<file path="src/rtl/mesh_ctrl_pkg.sv">
// Shared types and default sizing for the mesh load sequencer.
// The sequencer top and its wait timer both import this package.
package mesh_ctrl_pkg;

    typedef enum logic [2:0] {
        ST_IDLE,
        ST_LOAD,
        ST_WAIT,
        ST_COMPLETE,
        ST_FAULT
    } seq_state_t;

    localparam int NUM_ROWS_DEF  = 4;
    localparam int CONF_W_DEF    = 64;
    localparam int TIMEOUT_DEF   = 1024;
    localparam int ROW_IDX_W_DEF = $clog2(NUM_ROWS_DEF);

endpackage

</file>
<file path="src/rtl/mesh_wait_timer.sv">
// Clearable up-counter that bounds the time spent waiting for the mesh rows.
// The expired flag is high while the count sits at TIMEOUT-1, where the count holds.
module mesh_wait_timer
    import mesh_ctrl_pkg::*;
#(
    parameter int TIMEOUT = TIMEOUT_DEF
) (
    input  logic clk,
    input  logic reset,
    input  logic clear,
    input  logic enable,
    output logic expired
);

    localparam int CNT_W = $clog2(TIMEOUT);

    logic [CNT_W-1:0] r_count;

    always_ff @(posedge clk or posedge reset) begin
        if (reset) begin
            r_count <= '0;
        end else if (clear) begin
            r_count <= '0;
        end else if (enable && !expired) begin
            r_count <= r_count + 1'b1;
        end
    end

    assign expired = (r_count == CNT_W'(TIMEOUT - 1));

endmodule

</file>
<file path="src/rtl/mesh_load_sequencer.sv">
// Collects per-row configuration vectors from the host, then runs one load pass:
// a single load strobe to all rows, followed by a bounded wait for every row's done flag.
module mesh_load_sequencer
    import mesh_ctrl_pkg::*;
#(
    parameter int NUM_ROWS = NUM_ROWS_DEF,
    parameter int CONF_W   = CONF_W_DEF,
    parameter int TIMEOUT  = TIMEOUT_DEF
) (
    input  logic                         clk,
    input  logic                         reset,
    input  logic                         cfg_valid,
    output logic                         cfg_ready,
    input  logic [$clog2(NUM_ROWS)-1:0]  cfg_row,
    input  logic [CONF_W-1:0]            cfg_data,
    input  logic                         start,
    input  logic                         abort,
    output logic [NUM_ROWS*CONF_W-1:0]   conf_port,
    output logic                         load,
    input  logic [NUM_ROWS-1:0]          row_done,
    output logic [NUM_ROWS-1:0]          done_mask,
    output logic                         busy,
    output logic                         done,
    output logic                         error
);

    seq_state_t                 r_state;
    seq_state_t                 w_next;
    logic [NUM_ROWS*CONF_W-1:0] r_conf;
    logic [NUM_ROWS-1:0]        r_written;
    logic [NUM_ROWS-1:0]        r_done_mask;
    logic                       r_error;

    logic                       w_write;
    logic                       w_start_ok;
    logic [NUM_ROWS-1:0]        w_mask_next;
    logic                       w_all_done;
    logic                       w_expired;
    logic                       w_in_wait;

    assign w_in_wait   = (r_state == ST_WAIT);
    assign w_write     = cfg_valid && (r_state == ST_IDLE);
    // Only the registered mask counts, so a write landing with start is not yet included.
    assign w_start_ok  = start && (r_state == ST_IDLE) && (&r_written);
    assign w_mask_next = r_done_mask | row_done;
    assign w_all_done  = &w_mask_next;

    mesh_wait_timer #(
        .TIMEOUT (TIMEOUT)
    ) u_wait_timer (
        .clk     (clk),
        .reset   (reset),
        .clear   (!w_in_wait),
        .enable  (w_in_wait),
        .expired (w_expired)
    );

    always_comb begin
        w_next = r_state;
        case (r_state)
            ST_IDLE:     if (w_start_ok) w_next = ST_LOAD;
            ST_LOAD:     w_next = abort ? ST_IDLE : ST_WAIT;
            ST_WAIT: begin
                if (abort)           w_next = ST_IDLE;
                else if (w_all_done) w_next = ST_COMPLETE;
                else if (w_expired)  w_next = ST_FAULT;
            end
            ST_COMPLETE: w_next = ST_IDLE;
            ST_FAULT:    w_next = ST_IDLE;
            default:     w_next = ST_IDLE;
        endcase
    end

    always_ff @(posedge clk or posedge reset) begin
        if (reset) begin
            r_state <= ST_IDLE;
        end else begin
            r_state <= w_next;
        end
    end

    always_ff @(posedge clk or posedge reset) begin
        if (reset) begin
            r_conf      <= '0;
            r_written   <= '0;
            r_done_mask <= '0;
            r_error     <= 1'b0;
        end else begin
            if (w_write) begin
                r_conf[int'(cfg_row)*CONF_W +: CONF_W] <= cfg_data;
                r_written[cfg_row]                     <= 1'b1;
            end
            if (w_start_ok) begin
                r_error     <= 1'b0;
                r_done_mask <= '0;
            end else if (w_in_wait) begin
                r_done_mask <= w_mask_next;
            end
            if (w_in_wait && (w_next == ST_FAULT)) begin
                r_error <= 1'b1;
            end
        end
    end

    assign cfg_ready = (r_state == ST_IDLE);
    assign load      = (r_state == ST_LOAD);
    assign busy      = (r_state == ST_LOAD) || (r_state == ST_WAIT);
    assign done      = (r_state == ST_COMPLETE);
    assign error     = r_error;
    assign done_mask = r_done_mask;
    assign conf_port = r_conf;

endmodule

</file>
<file path="config.mk">
export PLATFORM = sky130hd
export DESIGN_NAME = mesh_load_sequencer
export DESIGN_NICKNAME = d
export VERILOG_FILES = /design/src/rtl/mesh_ctrl_pkg.sv /design/src/rtl/mesh_wait_timer.sv /design/src/rtl/mesh_load_sequencer.sv
export SDC_FILE = /design/constraint.sdc
export NUM_CORES = 1
export LEC_CHECK = 0
export ABC_AREA = 1
export ABC_CLOCK_PERIOD_IN_PS = 26800
export CAP_MARGIN = 0
export CORE_MARGIN = 2
export CORE_UTILIZATION = 50
export DETAILED_ROUTE_END_ITERATION = 12
export HOLD_SLACK_MARGIN = 0.12
export PLACE_DENSITY = 0.81
export SETUP_SLACK_MARGIN = 0.4
export SYNTH_ARGS = -nofsm -noshare
export SYNTH_HDL_FRONTEND = slang
export SYNTH_SLANG_ARGS = --single-unit
</file>
<file path="constraint.sdc">
create_clock -name clk -period 26.8 [get_ports clk]
set_clock_uncertainty 0.05 [all_clocks]
set_input_delay 5.36 -clock clk [delete_from_list [all_inputs] [get_ports clk]]
set_output_delay 5.36 -clock clk [all_outputs]
set_load 0.02 [all_outputs]
</file>
# Word-level counts from Yosys, hierarchy flattened
# Index checks and enable logic that the tools add are counted.
dict set report op_classes {
  n_addsub 2
  n_lt_le_gt_ge 2
  n_eq_ne 6
  shifts 2
  muxes 15
  bitwise_logic 2
  reduce_logical 13
}
# op n
set ops {}
lappend ops {{bitwise mux 256 bit} 1}
lappend ops {{variable shift 64 x 33 -> 256 bit, first input constant} 1}
lappend ops {{variable part select 64 x 33 -> 256 bit} 1}
lappend ops {{negator 8 -> 33 bit} 1}
lappend ops {{two-way mux 10 bit} 2}
lappend ops {{two-way mux 3 bit} 4}
lappend ops {{adder 10 x 1 -> 10 bit, second input constant} 1}
lappend ops {{equality test 10 bit, second input constant} 1}
lappend ops {{case mux 3 bit (3 select lines)} 1}
lappend ops {{two-way mux 4 bit} 2}
lappend ops {{OR 4 bit} 2}
lappend ops {{AND reduction 4 bit} 2}
lappend ops {{equality test 3 x 2 -> 1 bit, second input constant} 2}
lappend ops {{logical AND 1 bit} 6}
lappend ops {{nonzero test 2 bit} 2}
lappend ops {{equality test 3 x 1 -> 1 bit, second input constant} 1}
lappend ops {{equality test 3 bit, second input constant} 1}
lappend ops {{zero test 3 bit} 1}
lappend ops {{< comparator 2 x 3 -> 1 bit, second input constant} 1}
lappend ops {{two-way mux 1 bit} 3}
lappend ops {{demux 1 bit (select 2 bit)} 1}
lappend ops {{>= comparator 2 x 1 -> 1 bit, second input constant} 1}
lappend ops {{two-way mux 2 bit} 1}
lappend ops {{inequality test 2 bit, second input constant} 1}
lappend ops {{2 further kinds} 2}
dict set report totals {
  reg_bits 278
  in_bits 75
}

# Depth between registers and ports, before layout
dict set report depth {
  word_depth 8
  ltp_mapped 10
  mapped_depth_nobuf 8
}

# Modules after synthesis
# From an unflattened synthesis, not the netlist that was laid out.
dict set report unflattened {
  cells_unflattened 1641
  area_unflattened_um2 12761.0
}
# module n_inst cells_per_inst area_per_inst_um2
set by_module_without_submodules {}
lappend by_module_without_submodules {mesh_load_sequencer 1 1549 12101.6}
lappend by_module_without_submodules {mesh_wait_timer 1 92 659.4}

# Worst setup path after synthesis
# No wires, ideal clock.
dict set report synth_path {
  path_kind {in2reg}
  start {input cfg_row[0]}
  end {register r_conf[0] (netlist: conf_port[0])}
  arrival_time_ps 6773
  required_ps 26674
  setup_slack_ps 19901
  path_stages 8
  path_cell_list {buf_4 inv_1 ha_1 buf_2 nor3_4 buf_6 nand2_1 o21ai_1}
}
dict set report synth_via {
  elab_chain_len 3
  word_cells_on_any_way 4
}
# element line_no
set synth_lines {}
lappend synth_lines {{start, declared} mesh_load_sequencer.sv:14} ;# input logic [$clog2(NUM_ROWS)-1:0] cfg_row,
lappend synth_lines {{negator 8 -> 33 bit *} mesh_load_sequencer.sv:90} ;# r_conf[int'(cfg_row)*CONF_W +: CONF_W] <= cfg_data;
lappend synth_lines {{variable part select 64 x 33 -> 256 bit / variable shift 64 x 33 -> 256 bit (equally long branches)} mesh_load_sequencer.sv:90}
lappend synth_lines {{bitwise mux 256 bit *} mesh_load_sequencer.sv:90}
lappend synth_lines {{end signal, assigned by index} mesh_load_sequencer.sv:90}
lappend synth_lines {{end, declared} mesh_load_sequencer.sv:29} ;# logic [NUM_ROWS*CONF_W-1:0] r_conf;
# Every way passes the cells marked *; elsewhere a longest branch is shown, timed or not.
# A chain may end at the register's enable or synchronous reset.

# Worst setup path after layout
dict set report layout_path {
  start {input cfg_row[0]}
  end {register r_conf[224] (netlist: conf_port[224])}
}
# Same word-level chain as after synthesis.

==> results.json <==
{
  "wirelength_mm": 34.6,
  "critPathKind": "in2reg",
  "clk_latency_ns": 0.54,
  "ios": 340,
  "cp-end-kind": "register",
  "finalHoldViolCount": 0,
  "wl_per_cell_um": 16.8,
  "ys_seq_area_share_pct": 54.0,
  "grt_pass1_vias": 10288,
  "nets": 1787,
  "die_area_um2": 27100,
  "max_stage_delay_ns": 1.02,
  "yosysUniqueCellTypes": 29,
  "ant_nets": 0,
  "crit_path_start": "cfg_row[0]",
  "worst-path-max-fanout": 60,
  "clock_sinks": 278,
  "dp_hpwl_mm": 22.3,
  "tns_ns": 0,
  "fillers": 2009,
  "start_kind": "input port",
  "crit_chain": "clkdlybuf4s50_1 -> inv_1 -> ha_2 -> buf_4 -> inv_2 -> nand2_1 -> o21ai_2",
  "min_path_type": "reg2reg",
  "worst_slew_pin_slew_ns": 1.18,
  "cp_slowest_cell": "clkdlybuf4s50_1",
  "crit_family": "buffers and inverters",
  "setup_viol": 0,
  "p_leak_uw": 0.00750,
  "min_period_ns": 8.42,
  "ff_latch_area_um2": 6960,
  "maxSlewViolCount": 0,
  "reg2reg_from": "r_state[1]",
  "num_rows": 58,
  "power_density_nw_per_um2": 73.6,
  "h-tree-depth": 1,
  "grt_max_degree": 144,
  "fp.dieW_um": 165,
  "path_buf_inv": 4,
  "io_buffers": 339,
  "avgViaCountPerCell": 5.05,
  "cts_hold_buffers": 0,
  "maxSlewHeadroom_pct": 21.3,
  "worstPathRequired_ns": 27.15,
  "die_h_um": 165,
  "grt_pass1_wl_mm": 54.8,
  "drcViolationCount": 0,
  "clk_path_buf_depth": 3,
  "synth_area_per_cell_um2": 9.12,
  "r2r-end": "conf_port[46]",
  "vias": 10376,
  "maxCapViolCount": 0,
  "syn_to_final_growth_pct": 31.2,
  "worst-path-stages": 7,
  "ir_drop_mv": 0.0689,
  "ctsRootBufferMaster": "clkbuf_16",
  "status": "finished clean",
  "multiInputGateArea_um2": 4790,
  "endpoint": "conf_port[224]",
  "final_layout_size_suffix_gt1_share_pct": 13.8,
  "cts_tree": "built",
  "regToRegSetupSlack_ns": 24.44,
  "cts_made_buffers": 30,
  "rsz0062_at_grt": "false",
  "synth_cells": 1414,
  "post_cts_resized": 0,
  "fin_crit_sh_pct": 31.4,
  "routabilityCongestion": 0.802,
  "clkTransAtPathRegs_ns": 0.06,
  "antenna_found_initial": 1,
  "grtUsageTotal_pct": 25.4,
  "firstDrtPassIters": 5,
  "first_iter_violations": 777,
  "reg2reg_depth": 7,
  "grt_overflow": 0,
  "cts_setup_buffers": 0,
  "yosys_warnings": 0,
  "total_power_uw": 1250,
  "critical_path_arrival_ns": 8.76,
  "finish.utilization_pct": 67.0,
  "fmax_ghz": 0.119,
  "syn_nets": 1498,
  "ys_ff_latch": 278,
  "syn_area_um2": 12900,
  "core_area_um2": 25300,
  "start_util_pct": 51.1
}
-- area by class of cell --
cell class              count  share of cell area (%)
clock inverters             8                   0.251
repair buffers            345                    20.4
flip-flops and latches    278                    41.1
inverters                  99                    2.24
multi-input cells         949                    28.3
clock buffers              45                    5.25
diodes                      1                  0.0148
well taps                 330                    2.44
-- cell usage in the layout (no fill, tap or decap), drive strengths merged --
cell             n
nand2          572
inv             98
nor2            75
or2              2
a31oi            1
clkdlybuf4s50  339
xnor2            1
dfrtp          278
clkinvlp         1
ha               9
and3             1
o21ai          262
clkbuf          45
diode            1
buf              6
a31o             1
clkinv           8
nand3b           1
nand3           15
a21o             3
nor3             1
nand4            1
a21oi            4
-- sequential cells by signal, summed over array words and instances, names as in the netlist --
name	flops
error	1
u_wait_timer.r_count	10
r_written	4
r_state	3
conf_port	256
done_mask	4
-- worst min-delay path by stage --
stage / start / endpoint / slack, ns / cells after the start
finish: r_written[1] / r_written[1] / 0.41 / 1
global route: r_written[0] / r_written[0] / 0.43 / 1
CTS: r_written[1] / r_written[1] / 0.42 / 1
detailed placement: r_written[0] / r_written[0] / 0.40 / 1
global placement: r_written[3] / r_written[3] / 0.39 / 1
floorplan: r_written[3] / r_written[3] / 0.38 / 1
-- metal layers --
metal / vias to the layer above / GRT usage (%) / wire length, um
met5: - / 0 / 0
met4: 0 / 9.09 / 1240
met3: 75 / 6.15 / 2620
met2: 329 / 42.1 / 16600
met1: 4971 / 32.8 / 14100
li1: 5001 / - / -
-- power breakdown --
group | total [uW] | switching, uW | internal [uW] | leakage, uW
combinational | 349 | 205 | 144 | 0.00325
sequential | 505 | 31.0 | 474 | 0.00379
clock | 392 | 165 | 227 | 0.000462
-- synthesized netlist by cell type, drive strengths merged --
cell      n  area share, %
nor2     75            2.4
clkinv    1          0.029
inv      98            2.9
a31o      1          0.068
o21ai   262             15
nor3      1           0.13
a21o      3           0.17
and3      1          0.049
a31oi     1          0.049
nand2   572             17
ha        9           0.87
dfrtp   278             54
nand3    15           0.62
or2       2          0.097
nand4     1          0.049
nand3b    1          0.058
buf      76            6.0
xnor2     1          0.068
a21oi     4           0.16
clkbuf   12           0.35
-- logic make-up after synthesis --
kind of cell	synth area share, %
adder cells (fa/ha/maj)	0.873
flip-flops	54.0
XOR/XNOR	0.0679
AO/OA/AOI/OAI	15.6
AND/OR/NAND/NOR	20.3
buffers and inverters	9.21
-- metrics by stage --
step,hold WS [ns],std cells,setup WS (ns),area (um2)
finish,0.411,2055,18.38,16900
global route,0.434,2054,18.16,16900
floorplan,0.378,1414,13.72,12900
detailed placement,0.401,2001,17.85,16000
global placement,0.393,2001,17.95,16000
CTS,0.416,2054,18.39,16900
Power figures use the tool's default switching activity.
